File: src/rtl/conv_ctrl.sv
// conv_ctrl: walks every valid output position, issuing K*K X/W read pairs per position,
// driving MAC strobes one cycle behind the reads and handing each result out on valid/ready.
module conv_ctrl #(
   parameter int R = 9,
   parameter int C = 8,
   parameter int MAXK = 4,
   localparam int K_BITS = $clog2(MAXK + 1),
   localparam int X_ADDR_BITS = $clog2(R * C),
   localparam int W_ADDR_BITS = $clog2(MAXK * MAXK),
   localparam int ROW_BITS = $clog2(R),
   localparam int COL_BITS = $clog2(C)
) (
   input  logic                   clk,
   input  logic                   reset,
   input  logic                   inputs_loaded,
   input  logic [K_BITS-1:0]      K,
   output logic [X_ADDR_BITS-1:0] X_read_addr,
   output logic [W_ADDR_BITS-1:0] W_read_addr,
   output logic                   mac_init,
   output logic                   mac_valid,
   output logic                   out_valid,
   input  logic                   out_ready,
   output logic [ROW_BITS-1:0]    out_row,
   output logic [COL_BITS-1:0]    out_col,
   output logic                   compute_finished
);
   typedef enum logic [2:0] {IDLE, ISSUE, DRAIN, OUTPUT, FINISH} state_t;

   state_t state_q, state_d;
   logic [ROW_BITS-1:0] r_q, r_d;
   logic [COL_BITS-1:0] c_q, c_d;
   logic [K_BITS-1:0] i_q, i_d, j_q, j_d;
   logic mac_valid_q, mac_init_q, fin_q;
   logic [31:0] k_w, r_w, c_w, i_w, j_w;
   logic last_i, last_j, last_r, last_c;

   assign k_w = 32'(K);
   assign r_w = 32'(r_q);
   assign c_w = 32'(c_q);
   assign i_w = 32'(i_q);
   assign j_w = 32'(j_q);
   assign last_j = j_w == k_w - 1;
   assign last_i = i_w == k_w - 1;
   assign last_c = c_w == C - k_w;
   assign last_r = r_w == R - k_w;

   always_ff @(posedge clk) begin
      if (reset) begin
         state_q     <= IDLE;
         r_q         <= '0;
         c_q         <= '0;
         i_q         <= '0;
         j_q         <= '0;
         mac_valid_q <= 1'b0;
         mac_init_q  <= 1'b0;
         fin_q       <= 1'b0;
      end else begin
         state_q     <= state_d;
         r_q         <= r_d;
         c_q         <= c_d;
         i_q         <= i_d;
         j_q         <= j_d;
         mac_valid_q <= state_q == ISSUE;
         mac_init_q  <= state_q == ISSUE && i_q == '0 && j_q == '0;
         fin_q       <= state_q == FINISH;
      end
   end

   // fin_q blocks a restart while input_mems is still lowering inputs_loaded after a finish.
   // The last pair keeps i/j in place so the addresses stay held through DRAIN and OUTPUT.
   always_comb begin
      state_d = state_q;
      r_d = r_q;
      c_d = c_q;
      i_d = i_q;
      j_d = j_q;
      case (state_q)
         IDLE: if (inputs_loaded && !fin_q) begin
            state_d = (K == '0) ? FINISH : ISSUE;
            r_d = '0;
            c_d = '0;
            i_d = '0;
            j_d = '0;
         end
         ISSUE: if (last_i && last_j) state_d = DRAIN;
         else begin
            j_d = last_j ? '0 : j_q + 1'b1;
            i_d = last_j ? i_q + 1'b1 : i_q;
         end
         DRAIN: state_d = OUTPUT;
         OUTPUT: if (out_ready) begin
            state_d = (last_r && last_c) ? FINISH : ISSUE;
            i_d = '0;
            j_d = '0;
            c_d = last_c ? '0 : c_q + 1'b1;
            r_d = (last_r && last_c) ? '0 : last_c ? r_q + 1'b1 : r_q;
         end
         FINISH: state_d = IDLE;
         default: state_d = IDLE;
      endcase
   end

   always_comb begin
      out_valid = state_q == OUTPUT;
      compute_finished = state_q == FINISH;
      mac_valid = mac_valid_q;
      mac_init = mac_init_q;
      out_row = r_q;
      out_col = c_q;
      X_read_addr = (state_q == IDLE) ? '0 : X_ADDR_BITS'((r_w + i_w) * C + c_w + j_w);
      W_read_addr = (state_q == IDLE) ? '0 : W_ADDR_BITS'(i_w * k_w + j_w);
   end
endmodule

File: config.mk
export PLATFORM = sky130hd
export DESIGN_NAME = conv_ctrl
export DESIGN_NICKNAME = d
export VERILOG_FILES = /design/src/rtl/conv_ctrl.sv
export SDC_FILE = /design/constraint.sdc
export NUM_CORES = 1
export LEC_CHECK = 0
export BUFFER_PORTS_ARGS = -buffer_cell sky130_fd_sc_hd__buf_2
export CORE_UTILIZATION = 40
export CTS_CLUSTER_DIAMETER = 50
export DETAILED_ROUTE_END_ITERATION = 10
export PLACE_DENSITY = 0.64
export SLEW_MARGIN = 5
export SYNTH_ARGS = -nofsm -noshare
export SYNTH_HDL_FRONTEND = slang
export SYNTH_SLANG_ARGS = --single-unit
File: constraint.sdc
create_clock -name clk -period 8.3 [get_ports clk]
set_input_delay 1.66 -clock clk [delete_from_list [all_inputs] [get_ports clk]]
set_output_delay 1.66 -clock clk [all_outputs]
set_load 0.005 [all_outputs]
==> results of run 1 <==
-- final cells by class --
class	count	area, sq um	area share (%)
Clock buffer	4	45.0	2.21
Timing Repair Buffer	28	140	6.88
Multi-Input combinational cell	175	1340	65.9
Inverter	17	63.8	3.13
Tap cell	52	65.1	3.19
Sequential cell	19	380	18.7
-- placed cells by master, fill, tap and decap left out, types with 2 or more instances in the layout --
cell / count
a21o_1: 4
a21oi_1: 13
a31oi_1: 3
and2_1: 3
buf_2: 28
clkbuf_8: 3
dfxtp_1: 19
fa_1: 5
ha_1: 22
inv_1: 17
mux2i_1: 2
nand2_1: 18
nand2b_1: 3
nand3_1: 3
nand4_1: 3
nor2_1: 23
nor2b_1: 9
nor3_1: 6
nor3b_1: 2
o21ai_0: 6
o21bai_1: 3
or3_1: 4
or4_1: 4
xnor2_1: 14
xor2_1: 6
xor3_1: 2
-- stage by stage --
step                      setup WS, ns  area [sq um]  hold WS [ns]
after floorplan                   2.68          1820         0.511
after global placement            2.51          1990         0.565
after detailed placement          2.45          1990         0.566
after CTS                         2.45          2040         0.578
after global routing              2.38          2040         0.625
final                             2.49          2040         0.579
-- flip-flops by register name (all words and copies together), names as in the netlist --
| name | cells |
|---|---|
| state_q | 3 |
| i_q | 3 |
| fin_q | 1 |
| out_row | 4 |
| out_col | 3 |
| mac_init | 1 |
| j_q | 3 |
| mac_valid | 1 |
-- how the worst min path moves through the flow --
stage                      end  slack [ns]  depth (start not counted)
global placement    out_row[0]        0.57                          2
global route        out_row[0]        0.62                          2
floorplan               i_q[2]        0.51                          2
detailed placement  out_row[0]        0.57                          2
finish              out_row[0]        0.58                          2
CTS                 out_row[0]        0.58                          2
-- power by group through the flow --
| stage | Combinational (mW) | Clock [mW] | Sequential [mW] |
|---|---|---|---|
| final | 0.152 | 0.0647 | 0.131 |
| after global placement | 0.151 | 0 | 0.134 |
| after floorplan | 0.126 | 0 | 0.120 |
| after CTS | 0.154 | 0.0656 | 0.131 |
| after detailed placement | 0.152 | 0 | 0.133 |
| after global routing | 0.175 | 0.0703 | 0.136 |
-- logic make-up after synthesis --
family | after synthesis | synth area share, %
adders and majority gates | 27 | 20.7
DFF | 19 | 21.0
muxes | 2 | 1.10
and+or+nand+nor | 83 | 23.4
buffers and inverters | 24 | 5.10
xor gates and xnor gates | 23 | 13.5
AOI/OAI and AO/OA | 40 | 15.2
-- metal layers --
metal / global-route usage [%] / vias to the layer above
li1: - / 799
met1: 24.7 / 693
met2: 27.6 / 24
met3: 3.05 / 4
met4: 4.31 / 0
met5: 0 / -
-- worst max-delay path, delay by kind of cell --
kind / cells / cell delay [ns]
simple gates: 2 / 0.14
fa+ha+maj: 3 / 1.47
buf+inv: 4 / 0.42
xor+xnor: 3 / 0.45
==> impl_metrics.csv, run 1 <==
group,metric,value,unit
outcome,status,"finished, final reports clean",
setup_path,crit_type,"primary input to primary output",
worst_hold_path,min-delay-start,"out_row[0]",
setup_path,r2r_slack,6.02,ns
route,vias_per_cell,5.15,
floorplan,fp.coreArea,4350,sq um
synth,synth_top_area_cell,"dfxtp_1",
pwr,netSwitchingPower,142,uW
synth,seq_area_frac_synth,21.0,%
synth,syn_area,1820,sq um
route,dr_wl_met2,1720,microns
synth,yosysWarningCount,0,
route,antenna_left,0,
cts,clkSlewWorstSetupHoldPaths,0.07,ns
floorplan,dieArea,4810,sq um
cts,cts_resized,0,
cts,clock_path_buffers,2,
cts,clk_latency,0.25,ns
cells_and_area,syn2layout_area_growth,12.2,%
route,drt_first_pass_iters,4,
cts,htreeDepth,1,
synth,postSynthAreaPerCell,8.33,sq um
timing,skew,0.00145,ns
grt,grt_max_degree,17,
timing,final_max_slew_viol_count,0,
setup_path,crit_path_start_kind,"primary input",
route,drc,0,
route,drt_iter0_markers,59,
floorplan,io_pins,29,
placement,hpwl,2960,microns
setup_path,regToRegStartpoint,"i_q[2]",
cts,cts_setup_buffers,0,
floorplan,initial_core_util,41.7,%
route,wl_per_cell,12.9,microns
pwr,cellPowerDensity,171,nW/um^2
synth,syn-instance-count,218,
synth,synth.top_cell.area_share,21.0,%
pwr,leakagePower,0.945,nW
timing,worst_pin_slew,1.18,ns
grt,grt_usage,17.5,%
floorplan,die_h,69.4,microns
setup_path,r2r-end,"state_q[0]",
pwr,internal-power,206,uW
cts,cts_made_buffers,3,
cells_and_area,instances_no_fill,295,
route,wl,3820,microns
flow_run,maxCapViolations,0,
timing,slew_headroom,20.4,%
setup_path,worstRegToRegCells,5,
route,wl_met3,124,microns
synth,yosys-top-cells-area,"dfxtp_1 21%, ha_1 15%, xnor2_1 6.8%",
grt,grt_overflow_total,0,
cts,cts_tree,"built",
grt,grt_pass1_vias,1449,
timing,setup_viol,0,
timing,post-route-period-util,70.0,%
placement,gp_congestion,0.927,
grt,grt_pass1_wl,6840,microns
placement,dp.cells,291,
synth,synth-edff-count,0,
setup_path,worstSetupEndpointType,"primary output",
synth,mappedNetlistNets,252,
route,highest_layer,"met4",
cts,cts_root_buf,"clkbuf_8",
timing,rsz0062_at_grt,"no",
synth,ys.flop_type,"dfxtp_1",
pwr,p_clk_share,18.6,%
floorplan,fp-row-count,24,
timing,hold_viol_final,0,
synth,synth_seq_cells,19,
setup_path,critPathMaxFanout,5,
setup_path,crit_arrival,4.15,ns
cells_and_area,drive_gt1_share,14.8,%
cells_and_area,finish.utilization,46.8,%
route,vias,1520,
placement,io_buffers,28,
setup_path,cp-startpoint,"K[2]",
pwr,p_sw_share,40.7,%
synth,yosysMostFrequentCell,"nor2_1",
synth,ys_async_sr_fraction,0,%
cts,hold_buffers,0,
cts,clock_sinks,19,
pwr,ir_drop,0.0000898,V
cells_and_area,fill_cells,423,
worst_hold_path,min_path_type,"flop to flop",
timing,tns,0,ns
synth,yosys-top-cells-count,"23 x nor2_1, 22 x ha_1, 19 x dfxtp_1, 18 x nand2_1, 17 x inv_1",
setup_path,critPathSlowestCell,"fa_1",
timing,period_minus_slack,5.81,ns
floorplan,die_x,69.4,microns
timing,timing.fmax,0.172,GHz
cells_and_area,antenna_cells,0,
pwr,power,348,uW
pwr,power_frac_seq,37.7,%
setup_path,critPathCapture,"W_read_addr[3]",
route,met1Wirelength,1930,microns
grt,antenna_found_initial,0,
setup_path,required,6.64,ns
setup_path,critPathMaxStageDelay,0.55,ns
setup_path,crit_chain,"buf_2, nand2_1, fa_1, inv_1, fa_1, inv_1, fa_1, xnor2_1, xnor2_1, xnor2_1, nor2_1, buf_2",
pwr,combPwrFrac,43.7,%
cells_and_area,final_nets,278,
synth,ys_types,43,
Note: power is estimated with default switching activity, not from simulation.
==> inputs of run 2 (changes only) <==
--- a/config.mk
+++ b/config.mk
@@ -5,11 +5,12 @@
 export SDC_FILE = /design/constraint.sdc
 export NUM_CORES = 1
 export LEC_CHECK = 0
+export ABC_AREA = 1
 export BUFFER_PORTS_ARGS = -buffer_cell sky130_fd_sc_hd__buf_2
 export CORE_UTILIZATION = 40
 export CTS_CLUSTER_DIAMETER = 50
 export DETAILED_ROUTE_END_ITERATION = 10
-export PLACE_DENSITY = 0.64
+export PLACE_DENSITY = 0.66
 export SLEW_MARGIN = 5
 export SYNTH_ARGS = -nofsm -noshare
 export SYNTH_HDL_FRONTEND = slang
==> constraint.sdc (replaced) <==
create_clock -name clk -period 5.08 [get_ports clk]
set_input_delay 1.016 -clock clk [delete_from_list [all_inputs] [get_ports clk]]
set_output_delay 1.016 -clock clk [all_outputs]
set_load 0.005 [all_outputs]
==> run 2 against run 1 <==
The flow now finishes with violations (design-rule violations). Core utilization is 0.46 points higher. Die area is 3.2% higher. Clock-buffer cell count stayed put. Global-route usage is 0.84 points higher. Critical path depth is 1 higher. Via count is 17% higher. Largest cell class unchanged.
==> impl_metrics.csv, run 2 <==
group,metric,value,unit
timing,worst_pin_slew,0.606,ns
grt,grt_overflow_total,0,
synth,synth_seq_cells,19,
grt,grt.busiest_layer,"met2",
cells_and_area,final_nets,349,
route,wl_per_cell,11.3,microns
route,vias_per_cell,4.87,
cells_and_area,fill_cells,474,
floorplan,die_h,70.5,microns
synth,synth-edff-count,0,
setup_path,crit_family,"adder cells",
pwr,leakagePower,1.16,nW
grt,use_met2,30.6,%
floorplan,fp-row-count,24,
floorplan,dieArea,4970,sq um
synth,syn-instance-count,285,
synth,seq_area_frac_synth,20.3,%
synth,yosys-top-cells-area,"dfxtp_1 20%, nand2_1 15%, ha_1 15%",
setup_path,critPathMaxStageDelay,0.50,ns
timing,final_max_slew_viol_count,0,
synth,mappedNetlistNets,319,
setup_path,crit_path_start_kind,"primary input",
route,drt_first_pass_iters,7,
timing,skew,0.00320,ns
pwr,cellPowerDensity,341,nW/um^2
synth,synth.top_cell.area_share,20.3,%
route,antenna_left,0,
route,drt_iter0_markers,96,
setup_path,critPathMaxFanout,9,
timing,setup_viol,0,
placement,hpwl,3350,microns
grt,grt_usage,18.3,%
synth,ys_async_sr_fraction,0,%
synth,yosysMostFrequentCell,"nand2_1",
cts,clock_path_buffers,2,
setup_path,crit_chain,"buf_2, nand2_1, fa_1, inv_1, fa_1, inv_1, fa_1, xnor2_1, xor2_1, inv_1, o21ai_0, a21oi_1, buf_2",
synth,yosysWarningCount,0,
synth,postSynthAreaPerCell,6.58,sq um
grt,use_met1,25.4,%
placement,io_buffers,28,
setup_path,crit_arrival,3.53,ns
floorplan,io_pins,29,
timing,slew_headroom,59.5,%
cells_and_area,drive_gt1_share,14.6,%
setup_path,critPathSlowestCell,"fa_1",
cts,hold_buffers,0,
timing,holdWs,0.526,ns
grt,grt_pass1_vias,1669,
timing,period_minus_slack,4.54,ns
setup_path,required,4.06,ns
cts,cts_resized,0,
floorplan,die_x,70.5,microns
flow_run,maxCapViolations,0,
timing,rsz0062_at_grt,"no",
cts,clock_sinks,19,
cells_and_area,largest_reg_flops,4,
synth,synth_top_area_cell,"dfxtp_1",
grt,grt_max_degree,15,
route,wl,4130,microns
outcome,violations,"design-rule violations",
timing,post-route-period-util,89.4,%
synth,yosys-top-cells-count,"76 x nand2_1, 47 x inv_1, 34 x nor2_1, 22 x ha_1",
grt,grt_pass1_wl,7390,microns
cts,htreeDepth,1,
synth,ys_types,29,
grt,met3_usage,2.16,%
route,drc,4,
timing,timing.fmax,0.220,GHz
setup_path,worstSetupEndpointType,"primary output",
timing,hold_viol_final,0,
cts,cts_root_buf,"clkbuf_8",
placement,gp_congestion,0.854,
cells_and_area,layout_common_cells,"76 x nand2_1, 47 x inv_1, 34 x nor2_1",
cells_and_area,final_common_cell,"nand2_1",
setup_path,critPathBufInv,5,
timing,tns,0,ns
outcome,status,"complete, but fails checks",
route,vias,1781,
setup_path,crit_type,"primary input to primary output",
cts,cts_made_buffers,3,
worst_hold_path,min_path_type,"flop to flop",
synth,ys.flop_type,"dfxtp_1",
cts,cts_tree,"built",
grt,antenna_found_initial,0,
floorplan,fp.coreArea,4440,sq um
pwr,ir_drop,0.000220,V
cts,cts_setup_buffers,0,
synth,syn_area,1880,sq um
cells_and_area,syn2layout_area_growth,11.9,%
floorplan,initial_core_util,42.2,%
cts,clkSlewWorstSetupHoldPaths,0.07,ns
cts,clk_latency,0.26,ns
cells_and_area,antenna_cells,0,
==> run 2: final cells by class <==
class	instances	area, sq um	share of cell area [%]
multi-input cells	212	1270	60.6
inverters	51	196	9.36
flip-flops and latches	19	380	18.1
clock buffers	4	45.0	2.15
repair buffers	28	140	6.67
well taps	52	65.1	3.10
==> run 2: kinds of logic (layout without fill, tap and decap cells) <==
group,Yosys count,in the layout,share of synthesized area [%]
AND/OR/NAND/NOR,150,150,35.4
buffers and inverters,54,83,11.9
flip-flops,19,19,20.3
XOR/XNOR,12,12,5.60
AO/OA/AOI/OAI,23,23,6.87
adder cells (fa/ha/maj),27,27,20.0
==> run 2: layer usage <==
metal  routed length, microns  vias to the layer above  share of wire, %
met5                        0                        -                 0
met4                       25                        0              0.61
met3                      129                        4               3.1
met2                     1830                       34                44
met1                     2150                      791                52
li1                         -                      952                 -
==> run 2: through the flow <==
stage / cells / util, % / total power [mW] / worst slack [ns] / cell area (sq um)
after detailed placement: 362 / 46.2 / 0.611 / 0.525 / 2050
after global placement: 362 / 46.2 / 0.606 / 0.568 / 2050
final: 366 / 47.2 / 0.717 / 0.537 / 2100
after floorplan: 285 / - / 0.516 / 0.830 / 1880
after global routing: 366 / 47.2 / 0.796 / 0.346 / 2100
after CTS: 366 / 47.2 / 0.722 / 0.530 / 2100
==> run 2: power breakdown <==
| group | internal (mW) | switching, mW |
|---|---|---|
| clock | 0.0558 | 0.0506 |
| sequential | 0.173 | 0.0408 |
| combinational | 0.141 | 0.254 |
| total | 0.371 | 0.346 |
==> run 2: final timing paths <==
path              start              to  slack, ns  cells after the start
max                K[0]  W_read_addr[3]       0.54                     13
min          state_q[0]      state_q[0]       0.53                      2
max reg2reg  state_q[1]      out_row[2]       3.29                     12
min reg2reg  state_q[0]      state_q[0]       0.53                      2
==> run 2: worst min-delay path, stage by stage (launching register included) <==
cell and delay (ns):
dfxtp_1 0.35, nand2_1 0.08, a21oi_1 0.06
